`src/rtl/poly_tone_gen_if.sv`:
```
// Amplifier-side bundle for poly_tone_gen: per-voice note/octave codes in,
// speaker pins (AIN/GAIN/NC/ACTIVE) and per-voice activity flags out.
interface poly_tone_gen_if #(
    parameter int VOICES = 4
);
    logic [3*VOICES-1:0] note;
    logic [3*VOICES-1:0] octave;
    logic                AIN;
    logic                GAIN;
    logic                NC;
    logic                ACTIVE;
    logic [VOICES-1:0]   voice_active;

    modport master (
        output note,
        output octave,
        input  AIN,
        input  GAIN,
        input  NC,
        input  ACTIVE,
        input  voice_active
    );

    modport slave (
        input  note,
        input  octave,
        output AIN,
        output GAIN,
        output NC,
        output ACTIVE,
        output voice_active
    );
endinterface

```
`src/rtl/poly_tone_gen.sv`:
```
// Polyphonic square-wave tone generator with a first-order sigma-delta mixer.
// Define POLY_TONE_RELEASE_EN to build the per-voice release tail after key-up.
module poly_tone_gen #(
    parameter int VOICES      = 4,
    parameter int CNT_W       = 24,
    parameter int RELEASE_CYC = 10_000_000
) (
    input  logic            clk_100M,
    input  logic            rst_n,
    poly_tone_gen_if.slave  bus
);

    localparam int ACC_W = $clog2(VOICES) + 2;
`ifdef POLY_TONE_RELEASE_EN
    localparam int REL_W = (RELEASE_CYC > 1) ? $clog2(RELEASE_CYC) : 1;
`endif

    generate
        if (CNT_W < 21) begin : g_cnt_w_check
            $error("poly_tone_gen: CNT_W must be at least 21");
        end
        if (VOICES < 1 || VOICES > 8) begin : g_voices_check
            $error("poly_tone_gen: VOICES must be in 1..8");
        end
        if (RELEASE_CYC < 1) begin : g_release_check
            $error("poly_tone_gen: RELEASE_CYC must be at least 1");
        end
    endgenerate

    typedef enum logic [1:0] {
        ST_IDLE    = 2'd0,
        ST_PLAY    = 2'd1,
        ST_RELEASE = 2'd2
    } voice_state_t;

    // Half-period for a note code at a given octave, from the 100 MHz C-major table.
    function automatic logic [CNT_W-1:0] hp_lookup(input logic [2:0] code,
                                                    input logic [2:0] oct);
        logic [20:0]      base;
        logic [CNT_W-1:0] base_ext;
        case (code)
            3'd1:    base = 21'd1528902;
            3'd2:    base = 21'd1362097;
            3'd3:    base = 21'd1213491;
            3'd4:    base = 21'd1145383;
            3'd5:    base = 21'd1020420;
            3'd6:    base = 21'd909091;
            3'd7:    base = 21'd809908;
            default: base = 21'd0;
        endcase
        base_ext = CNT_W'(base);
        return base_ext >> oct;
    endfunction

    logic [VOICES-1:0] sq_on;
    logic [VOICES-1:0] voice_on;

    for (genvar gi = 0; gi < VOICES; gi++) begin : g_voice
        voice_state_t     state_reg, state_next;
        logic [CNT_W-1:0] cnt_reg, cnt_next;
        logic [CNT_W-1:0] hp_cur_reg, hp_cur_next;
        logic [CNT_W-1:0] hp_pend_reg, hp_pend_next;
        logic             sq_reg, sq_next;
        logic [2:0]       note_in;
        logic [2:0]       oct_in;
        logic [CNT_W-1:0] hp_in;
        logic             half_done;
`ifdef POLY_TONE_RELEASE_EN
        logic [REL_W-1:0] rel_reg, rel_next;
`endif

        assign note_in   = bus.note[3*gi +: 3];
        assign oct_in    = bus.octave[3*gi +: 3];
        assign hp_in     = hp_lookup(note_in, oct_in);
        assign half_done = (cnt_reg >= hp_cur_reg);

        always_ff @(posedge clk_100M or negedge rst_n) begin
            if (!rst_n) begin
                state_reg   <= ST_IDLE;
                cnt_reg     <= CNT_W'(1);
                hp_cur_reg  <= '0;
                hp_pend_reg <= '0;
                sq_reg      <= 1'b0;
`ifdef POLY_TONE_RELEASE_EN
                rel_reg     <= '0;
`endif
            end else begin
                state_reg   <= state_next;
                cnt_reg     <= cnt_next;
                hp_cur_reg  <= hp_cur_next;
                hp_pend_reg <= hp_pend_next;
                sq_reg      <= sq_next;
`ifdef POLY_TONE_RELEASE_EN
                rel_reg     <= rel_next;
`endif
            end
        end

        always_comb begin
            state_next   = state_reg;
            cnt_next     = cnt_reg;
            hp_cur_next  = hp_cur_reg;
            hp_pend_next = hp_pend_reg;
            sq_next      = sq_reg;
`ifdef POLY_TONE_RELEASE_EN
            rel_next     = rel_reg;
`endif
            case (state_reg)
                ST_IDLE: begin
                    cnt_next = CNT_W'(1);
                    sq_next  = 1'b0;
                    if (note_in != 3'd0) begin
                        state_next   = ST_PLAY;
                        hp_cur_next  = hp_in;
                        hp_pend_next = hp_in;
                    end
                end
                ST_PLAY: begin
                    // Code 0 has no pitch; keep the last one so a tail sounds right.
                    if (note_in != 3'd0) begin
                        hp_pend_next = hp_in;
                    end
                    if (half_done) begin
                        sq_next     = ~sq_reg;
                        cnt_next    = CNT_W'(1);
                        hp_cur_next = hp_pend_reg;
                    end else begin
                        cnt_next = cnt_reg + CNT_W'(1);
                    end
                    if (note_in == 3'd0) begin
`ifdef POLY_TONE_RELEASE_EN
                        state_next = ST_RELEASE;
                        rel_next   = REL_W'(RELEASE_CYC - 1);
`else
                        state_next = ST_IDLE;
                        sq_next    = 1'b0;
                        cnt_next   = CNT_W'(1);
`endif
                    end
                end
`ifdef POLY_TONE_RELEASE_EN
                ST_RELEASE: begin
                    if (half_done) begin
                        sq_next     = ~sq_reg;
                        cnt_next    = CNT_W'(1);
                        hp_cur_next = hp_pend_reg;
                    end else begin
                        cnt_next = cnt_reg + CNT_W'(1);
                    end
                    if (note_in != 3'd0) begin
                        state_next   = ST_PLAY;
                        rel_next     = '0;
                        hp_pend_next = hp_in;
                    end else if (rel_reg == '0) begin
                        state_next = ST_IDLE;
                        sq_next    = 1'b0;
                        cnt_next   = CNT_W'(1);
                    end else begin
                        rel_next = rel_reg - REL_W'(1);
                    end
                end
`endif
                default: begin
                    state_next = ST_IDLE;
                    sq_next    = 1'b0;
                    cnt_next   = CNT_W'(1);
                end
            endcase
        end

        assign voice_on[gi] = (state_reg != ST_IDLE);
        assign sq_on[gi]    = sq_reg && (state_reg != ST_IDLE);
    end

    logic [ACC_W-1:0] sum;
    logic [ACC_W-1:0] t_sum;
    logic [ACC_W-1:0] acc_reg;
    logic             ain_reg;
    logic             active_reg;

    always_comb begin
        sum = '0;
        for (int i = 0; i < VOICES; i++) begin
            sum = sum + ACC_W'(sq_on[i]);
        end
    end

    assign t_sum = acc_reg + sum;

    // First-order sigma-delta: acc never exceeds VOICES-1, so t_sum fits ACC_W.
    always_ff @(posedge clk_100M or negedge rst_n) begin
        if (!rst_n) begin
            acc_reg    <= '0;
            ain_reg    <= 1'b0;
            active_reg <= 1'b0;
        end else begin
            if (t_sum >= ACC_W'(VOICES)) begin
                ain_reg <= 1'b1;
                acc_reg <= t_sum - ACC_W'(VOICES);
            end else begin
                ain_reg <= 1'b0;
                acc_reg <= t_sum;
            end
            active_reg <= |voice_on;
        end
    end

    assign bus.AIN          = ain_reg;
    assign bus.ACTIVE       = active_reg;
    assign bus.voice_active = voice_on;
    assign bus.GAIN         = 1'b1;
    assign bus.NC           = 1'b0;

endmodule
```
`src/flat_wrapper.sv`:
```
// flat-port wrapper written by rule: the top's interface ports become plain ports
module poly_tone_gen_flat 
#(
    parameter int VOICES      = 4,
    parameter int CNT_W       = 24,
    parameter int RELEASE_CYC = 10_000_000
)
  (clk_100M, rst_n, bus_note, bus_octave, bus_AIN, bus_GAIN, bus_NC, bus_ACTIVE, bus_voice_active);
  poly_tone_gen_if #(.VOICES(VOICES)) bus_i ();
  input  logic clk_100M;
  input  logic rst_n;
  input wire logic [$bits(bus_i.note)-1:0] bus_note;
  input wire logic [$bits(bus_i.octave)-1:0] bus_octave;
  output wire logic [$bits(bus_i.AIN)-1:0] bus_AIN;
  output wire logic [$bits(bus_i.GAIN)-1:0] bus_GAIN;
  output wire logic [$bits(bus_i.NC)-1:0] bus_NC;
  output wire logic [$bits(bus_i.ACTIVE)-1:0] bus_ACTIVE;
  output wire logic [$bits(bus_i.voice_active)-1:0] bus_voice_active;
  assign bus_i.note = bus_note;
  assign bus_i.octave = bus_octave;
  assign bus_AIN = bus_i.AIN;
  assign bus_GAIN = bus_i.GAIN;
  assign bus_NC = bus_i.NC;
  assign bus_ACTIVE = bus_i.ACTIVE;
  assign bus_voice_active = bus_i.voice_active;
  poly_tone_gen #(.VOICES(VOICES), .CNT_W(CNT_W), .RELEASE_CYC(RELEASE_CYC)) u_core (.clk_100M(clk_100M), .rst_n(rst_n), .bus(bus_i));
endmodule
```
`config.mk`:
```
export PLATFORM = sky130hd
export DESIGN_NAME = poly_tone_gen_flat
export DESIGN_NICKNAME = d
export VERILOG_FILES = /design/src/rtl/poly_tone_gen_if.sv /design/src/rtl/poly_tone_gen.sv /design/src/flat_wrapper.sv
export SDC_FILE = /design/constraint.sdc
export NUM_CORES = 1
export LEC_CHECK = 0
export ABC_AREA = 1
export CORE_MARGIN = 10
export CORE_UTILIZATION = 55
export DETAILED_ROUTE_END_ITERATION = 10
export MAX_ROUTING_LAYER = met4
export PLACE_DENSITY = 0.72
export REMOVE_ABC_BUFFERS = 1
export SYNTH_ARGS = -nofsm -noshare
export SYNTH_HDL_FRONTEND = slang
export SYNTH_SLANG_ARGS = --single-unit
```
`constraint.sdc`:
```
create_clock -name clk_100M -period 5.1 [get_ports clk_100M]
set_input_delay 0.765 -clock clk_100M [delete_from_list [all_inputs] [get_ports clk_100M]]
set_output_delay 0.765 -clock clk_100M [all_outputs]
set_load 0.1 [all_outputs]
```
# ---- Yosys cells after proc, flatten, opt, wreduce, memory -nomap -nowiden
# Cells that the tools add are included.
dict set report word_totals {
  ff_bits 306
  latchBits 0
  mem_bits_rw 0
  romBits 0
  input_bits 26
  output_inout_bits 8
  elab_cells 188
  memories 0
}
dict set report op_classes {
  addsub 9
  n_mul 0
  n_div 0
  n_lt_le_gt_ge 5
  n_eq_ne 48
  shifts 4
  mux 54
  bitwise_logic 4
  reduce_logical 41
}
# cell count
set op_table {}
lappend op_table {{21-bit one-hot mux with 7 select lines} 4}
lappend op_table {{24-bit 2-to-1 mux} 20}
lappend op_table {{24-bit one-hot mux with 2 select lines} 4}
lappend op_table {{24-bit by 1-bit adder with 24-bit output (second input constant)} 4}
lappend op_table {{24-bit >= comparator} 4}
lappend op_table {{21-bit by 3-bit >> shifter with 24-bit output} 4}
lappend op_table {{3-bit equality test (second input constant)} 16}
lappend op_table {{3-bit by 2-bit equality test with 1-bit output (second input constant)} 8}
lappend op_table {{2-bit by 1-bit != test with 1-bit output (second input constant)} 12}
lappend op_table {{2-bit 2-to-1 mux} 8}
lappend op_table {{2-bit one-hot mux with 2 select lines} 4}
lappend op_table {{2-bit AND reduction} 8}
lappend op_table {{2-bit nonzero test} 8}
lappend op_table {{1-bit 2-to-1 mux} 13}
lappend op_table {{3-bit by 1-bit equality test with 1-bit output (second input constant)} 4}
lappend op_table {{3-bit logical NOT} 4}
lappend op_table {{3-bit by 1-bit != test with 1-bit output (second input constant)} 4}
lappend op_table {{3-bit AND reduction} 4}
lappend op_table {{3-bit nonzero test} 4}
lappend op_table {{4-bit by 1-bit adder with 4-bit output} 2}
lappend op_table {{2-bit by 1-bit equality test with 1-bit output (second input constant)} 4}
lappend op_table {{2-bit logical NOT} 4}
lappend op_table {{2-bit OR reduction} 4}
lappend op_table {{4-bit adder} 1}
lappend op_table {{7 further kinds} 13}

# ---- Logic depth before layout (Yosys ltp)
dict set report logic_depth {
  ltp_word 8
  ltp_mapped 16
  depth_no_buf 15
}

# ---- Least setup slack after synthesis
# No wires, ideal clock.
dict set report synth_timing {
  path_kind {flip-flop to flip-flop}
  from {register u_core.g_voice[0].state_reg[0]}
  to {register u_core.ain_reg (netlist: u_core.bus.AIN)}
  setup_ps 129
  t_arrival_ps 3221
  t_required_ps 4971
  path_slack_ps 1750
  path_stages_with_launch 12
  path_buffers 2
  period_less_slack_ps 3350
  path_cell_list {dfrtp_1 clkbuf_1 clkbuf_1 nand2_1 inv_1 ha_1 fa_1 ha_1 fa_1 xor2_1 inv_1 nand2_1}
}
dict set report synth_between {
  elab_chain_len 8
}
# element line
set synth_rtl {}
lappend synth_rtl {{start, declared} poly_tone_gen.sv:59} ;# voice_state_t state_reg, state_next;
lappend synth_rtl {{start signal, assigned} poly_tone_gen.sv:88} ;# state_reg <= state_next;
lappend synth_rtl {{2-bit nonzero test} poly_tone_gen.sv:172} ;# assign sq_on[gi] = sq_reg && (state_reg != ST_IDLE);
lappend synth_rtl {{1-bit logical AND} poly_tone_gen.sv:172}
lappend synth_rtl {{1-bit by 1-bit adder with 2-bit output} poly_tone_gen.sv:184} ;# sum = sum + ACC_W'(sq_on[i]);
lappend synth_rtl {{4-bit by 1-bit adder with 4-bit output (2 in series)} poly_tone_gen.sv:184}
lappend synth_rtl {{4-bit adder} poly_tone_gen.sv:188} ;# assign t_sum = acc_reg + sum;
lappend synth_rtl {{4-bit by 3-bit >= comparator with 1-bit output} poly_tone_gen.sv:197} ;# if (t_sum >= ACC_W'(VOICES)) begin
lappend synth_rtl {{1-bit 2-to-1 mux} poly_tone_gen.sv:197}
lappend synth_rtl {{end signal, assigned} poly_tone_gen.sv:194} ;# ain_reg <= 1'b0;
lappend synth_rtl {{end signal, assigned} poly_tone_gen.sv:198} ;# ain_reg <= 1'b1;
lappend synth_rtl {{end signal, assigned} poly_tone_gen.sv:201} ;# ain_reg <= 1'b0;
lappend synth_rtl {{end, declared} poly_tone_gen.sv:178} ;# logic ain_reg;
# Every way passes these cells.
# A chain may end at the register's enable or synchronous reset.

# ---- Final worst setup path
dict set report layout_timing {
  from {register u_core.g_voice[0].state_reg[0]}
  to {output port bus_voice_active[0]}
}
dict set report layout_between {
  elab_chain_len 1
}
# element line
set layout_rtl {}
lappend layout_rtl {{2-bit nonzero test} poly_tone_gen.sv:171} ;# assign voice_on[gi] = (state_reg != ST_IDLE);
lappend layout_rtl {{end, declared} flat_wrapper.sv:18} ;# output wire logic [$bits(bus_i.voice_active)-1:0] bus_voice_active;
# Every way passes these cells.

==> impl_results.md <==
- Utilization after layout: 0.605
- First DRT Iteration DRCs: about 1,200
- Final setup fails: 0
- Max FFs per register: 96
- Synthesized area: approximately 19,000 µm²
- GR peak layer: met2
- Post-CTS resize count: 0
- Dpl cells: ~3,000
- Synth unique cells: 54
- LEAKAGE: around 11 nW
- RSZ-0062 raised after global routing: false
- Nets: around 2,700
- Clock Latency Late Sink: between 0.5 and 0.6 ns
- Comb pwr share: 0.344
- Sw Ratio: 0.378
- Number of global-route vias before repair: around 16,000
- Area contributors post-synth: dfrtp_1, nand2_1, nand3_1, ha_1, inv_1
- Worst setup path start: u_core.g_voice[0].state_reg[0]
- Placement row count: 67
- Register Area: a little under 7000 µm²
- Critical Path Sink: bus_voice_active[0]
- CTS tree: built
- Outcome: finished, final reports clean
- Total core area: around 33,000 µm²
- Setup Buffers After CTS: 0
- Ys Warns: 0
- Root Driver: clkbuf_16
- Synth top area share: 0.369
- Power share of the clock group: 0.313
- Die Area: between 40,000 and 50,000 µm²
- First-pass iteration count of the detailed router: 5
- Slew HR: 0.345
- Worst Tran Pin Value: 0.979 ns
- Setup TNS: 0 ns
- Die height: between 200 and 250 µm
- Commonest cells after routing, fill and taps aside: nand2_1, nand3_1, dfrtp_1
- Hold Fails Final Rpt: 0
- R2r startpoint: u_core.g_voice[0].cnt_reg[7]
- Reg power frac: 0.343
- R2r endpoint: u_core.g_voice[0].hp_cur_reg[3]
- Sequential area share after synthesis: 0.374
- Crit Path Max Fanout: 27
- Min-Delay Path Class: in -> async
- Initial Util: 0.556
- Power Density: between 400 and 500 nW/µm²
- Maxcap violations: 0
- Worst reg2reg setup slack: between 2 and 2.5 ns
- Area Overhead vs Synth: 8.89%
- CTS Sinks: 278
- Non-filler instance count after layout: 3,042
- # DRC: 0
- Grt ovf: 0
- R2r worst-path depth: 10
- Vias/cell: approximately 5.4
- Final-report max-slew violation count: 0
- Worst Path Class, Setup: reg -> out
- Worst setup EP type: output port
- NetSw: roughly 3.2 mW
- Tot GR Track Use: 0.216
- Peak VDD IR: around 260 µV
- Initial antenna violation count: 0
- Clock-pin slew on the worst setup and hold paths: ~0.060 ns
- CTS Hold Bufs: 0
- Die Span X: around 200 µm
- Filler cell count in the final layout: just over 3,000
- Routed WL: approximately 43 mm
- Max Fclk: about 0.32 GHz
- Layout cell share with drive strength beyond 1: 0.0682
- H-tree depth: 2
- Cell accounting for the most synthesized area: dfrtp_1
- Multi-input gate area: 10,100 µm²
- Antenna cells: 0
- Most common cell after layout, fill and taps aside: nand2_1
- GR Layer Usage met3: 0.0269
- Via Count: 16,500
- Seq cells post-synth: 278
- Min cycle time layout: between 3 and 4 ns
- WL/cell: approximately 14 µm
- Hpwl dp: between 30 and 40 mm
- I/O pins: 34
- Met1 Use GR: 0.283
- Max clock buf depth: 3
- Pin count of the biggest net entering global routing: roughly 110
- Worst path required time: 4.34 ns
- Final period utilization: 0.605
- Num CTS Buffers: 35
- Layout Skew: around 0.0084 ns
- Detail Route Antenna Nets: 0
- Met2 usage: 0.349
- CP arrival: roughly 2.3 ns
- Number of standard cells after synthesis: roughly 2,600
- Crit start category: flip-flop
- First-pass GRT wire length: approximately 75 mm
- Int Pwr: roughly 5.3 mW
- Final Wtd Congestion: between 0.9 and 1
- Number of buffers added on ports: 31
- Avg Cell Area, Syn: between 7 and 8 µm²
==> layer usage <==
layer	vias to the layer above	part of all wire
met4	0	0.023
met3	90	0.036
met2	327	0.48
met1	7703	0.46
li1	8404	-
met5	-	0
==> final cells by class <==
| class | instances | share of cell area |
|---|---|---|
| multi-input combinational | 1972 | 0.501 |
| sequential | 278 | 0.344 |
| clock buffer | 51 | 0.0528 |
| inverter | 241 | 0.0453 |
| tap | 448 | 0.0277 |
| timing repair buffer | 44 | 0.0210 |
| clock inverter | 8 | 0.00816 |
==> metrics by stage <==
| step | worst slack, ns | hold WS (ns) | area, µm² | power (mW) |
|---|---|---|---|---|
| 6_report | 2.01 | 0.285 | 20200 | 8.48 |
| 2_1_floorplan | 1.58 | 0.449 | 18000 | 5.02 |
| 5_1_grt | 1.89 | 0.353 | 20200 | 9.15 |
| 3_5_place_dp | 1.67 | 0.466 | 19000 | 5.86 |
| 3_3_place_gp | 1.78 | 0.461 | 19000 | 5.77 |
| 4_1_cts | 1.98 | 0.359 | 20200 | 8.56 |
==> power groups by stage <==
stage,sequential (mW),combinational [mW],clock (mW)
2_1_floorplan,3.11,1.92,0
3_3_place_gp,2.95,2.82,0
3_5_place_dp,2.95,2.91,0
4_1_cts,2.91,2.95,2.70
5_1_grt,2.97,3.39,2.79
6_report,2.91,2.92,2.65
==> cells in the mapped netlist (all sizes together) <==
library cell,n
a41oi,1
o21bai,5
nor4,6
clkinv,3
nand3b,2
or2,8
nand3,424
a22o,47
and3,2
xnor2,17
dfstp,4
nor2,204
xor2,33
dfrtp,274
and2,1
clkbuf,33
nor3,23
a21oi,51
inv,238
ha,97
nand2,892
fa,2
o31ai,2
buf,79
nand4,39
conb,2
o22ai,7
o211ai,16
nor3b,2
a21o,8
o21a,3
o21ai,70
==> cells by family (layout without fill, tap and decap cells) <==
group | Yosys count | in the layout | share of synthesized area
XOR/XNOR | 50 | 50 | 0.0236
flip-flops | 278 | 278 | 0.374
AO/OA/AOI/OAI | 210 | 210 | 0.0725
adder cells (fa/ha/maj) | 99 | 99 | 0.0674
AND/OR/NAND/NOR | 1603 | 1603 | 0.380
buffers and inverters | 353 | 344 | 0.0814
other | 2 | 10 | 0.000404
==> worst min path at each step <==
| stage | from | end | depth (start not counted) |
|---|---|---|---|
| 2_1_floorplan | u_core.g_voice[3].hp_pend_reg[1] | u_core.g_voice[3].hp_pend_reg[1] | 2 |
| 4_1_cts | rst_n | u_core.g_voice[0].cnt_reg[3] | 1 |
| 3_5_place_dp | u_core.g_voice[3].hp_pend_reg[18] | u_core.g_voice[3].hp_pend_reg[18] | 2 |
| 6_report | rst_n | u_core.g_voice[0].cnt_reg[3] | 1 |
| 5_1_grt | rst_n | u_core.g_voice[0].cnt_reg[3] | 1 |
| 3_3_place_gp | u_core.g_voice[2].hp_pend_reg[18] | u_core.g_voice[2].hp_pend_reg[18] | 1 |
==> worst max-delay path: stages, from the launching register on <==
cell and delay [ns]:
dfrtp_1 0.32, buf_4 0.29, clkdlybuf4s50_1 1.20
Power figures use the tool's default switching activity.
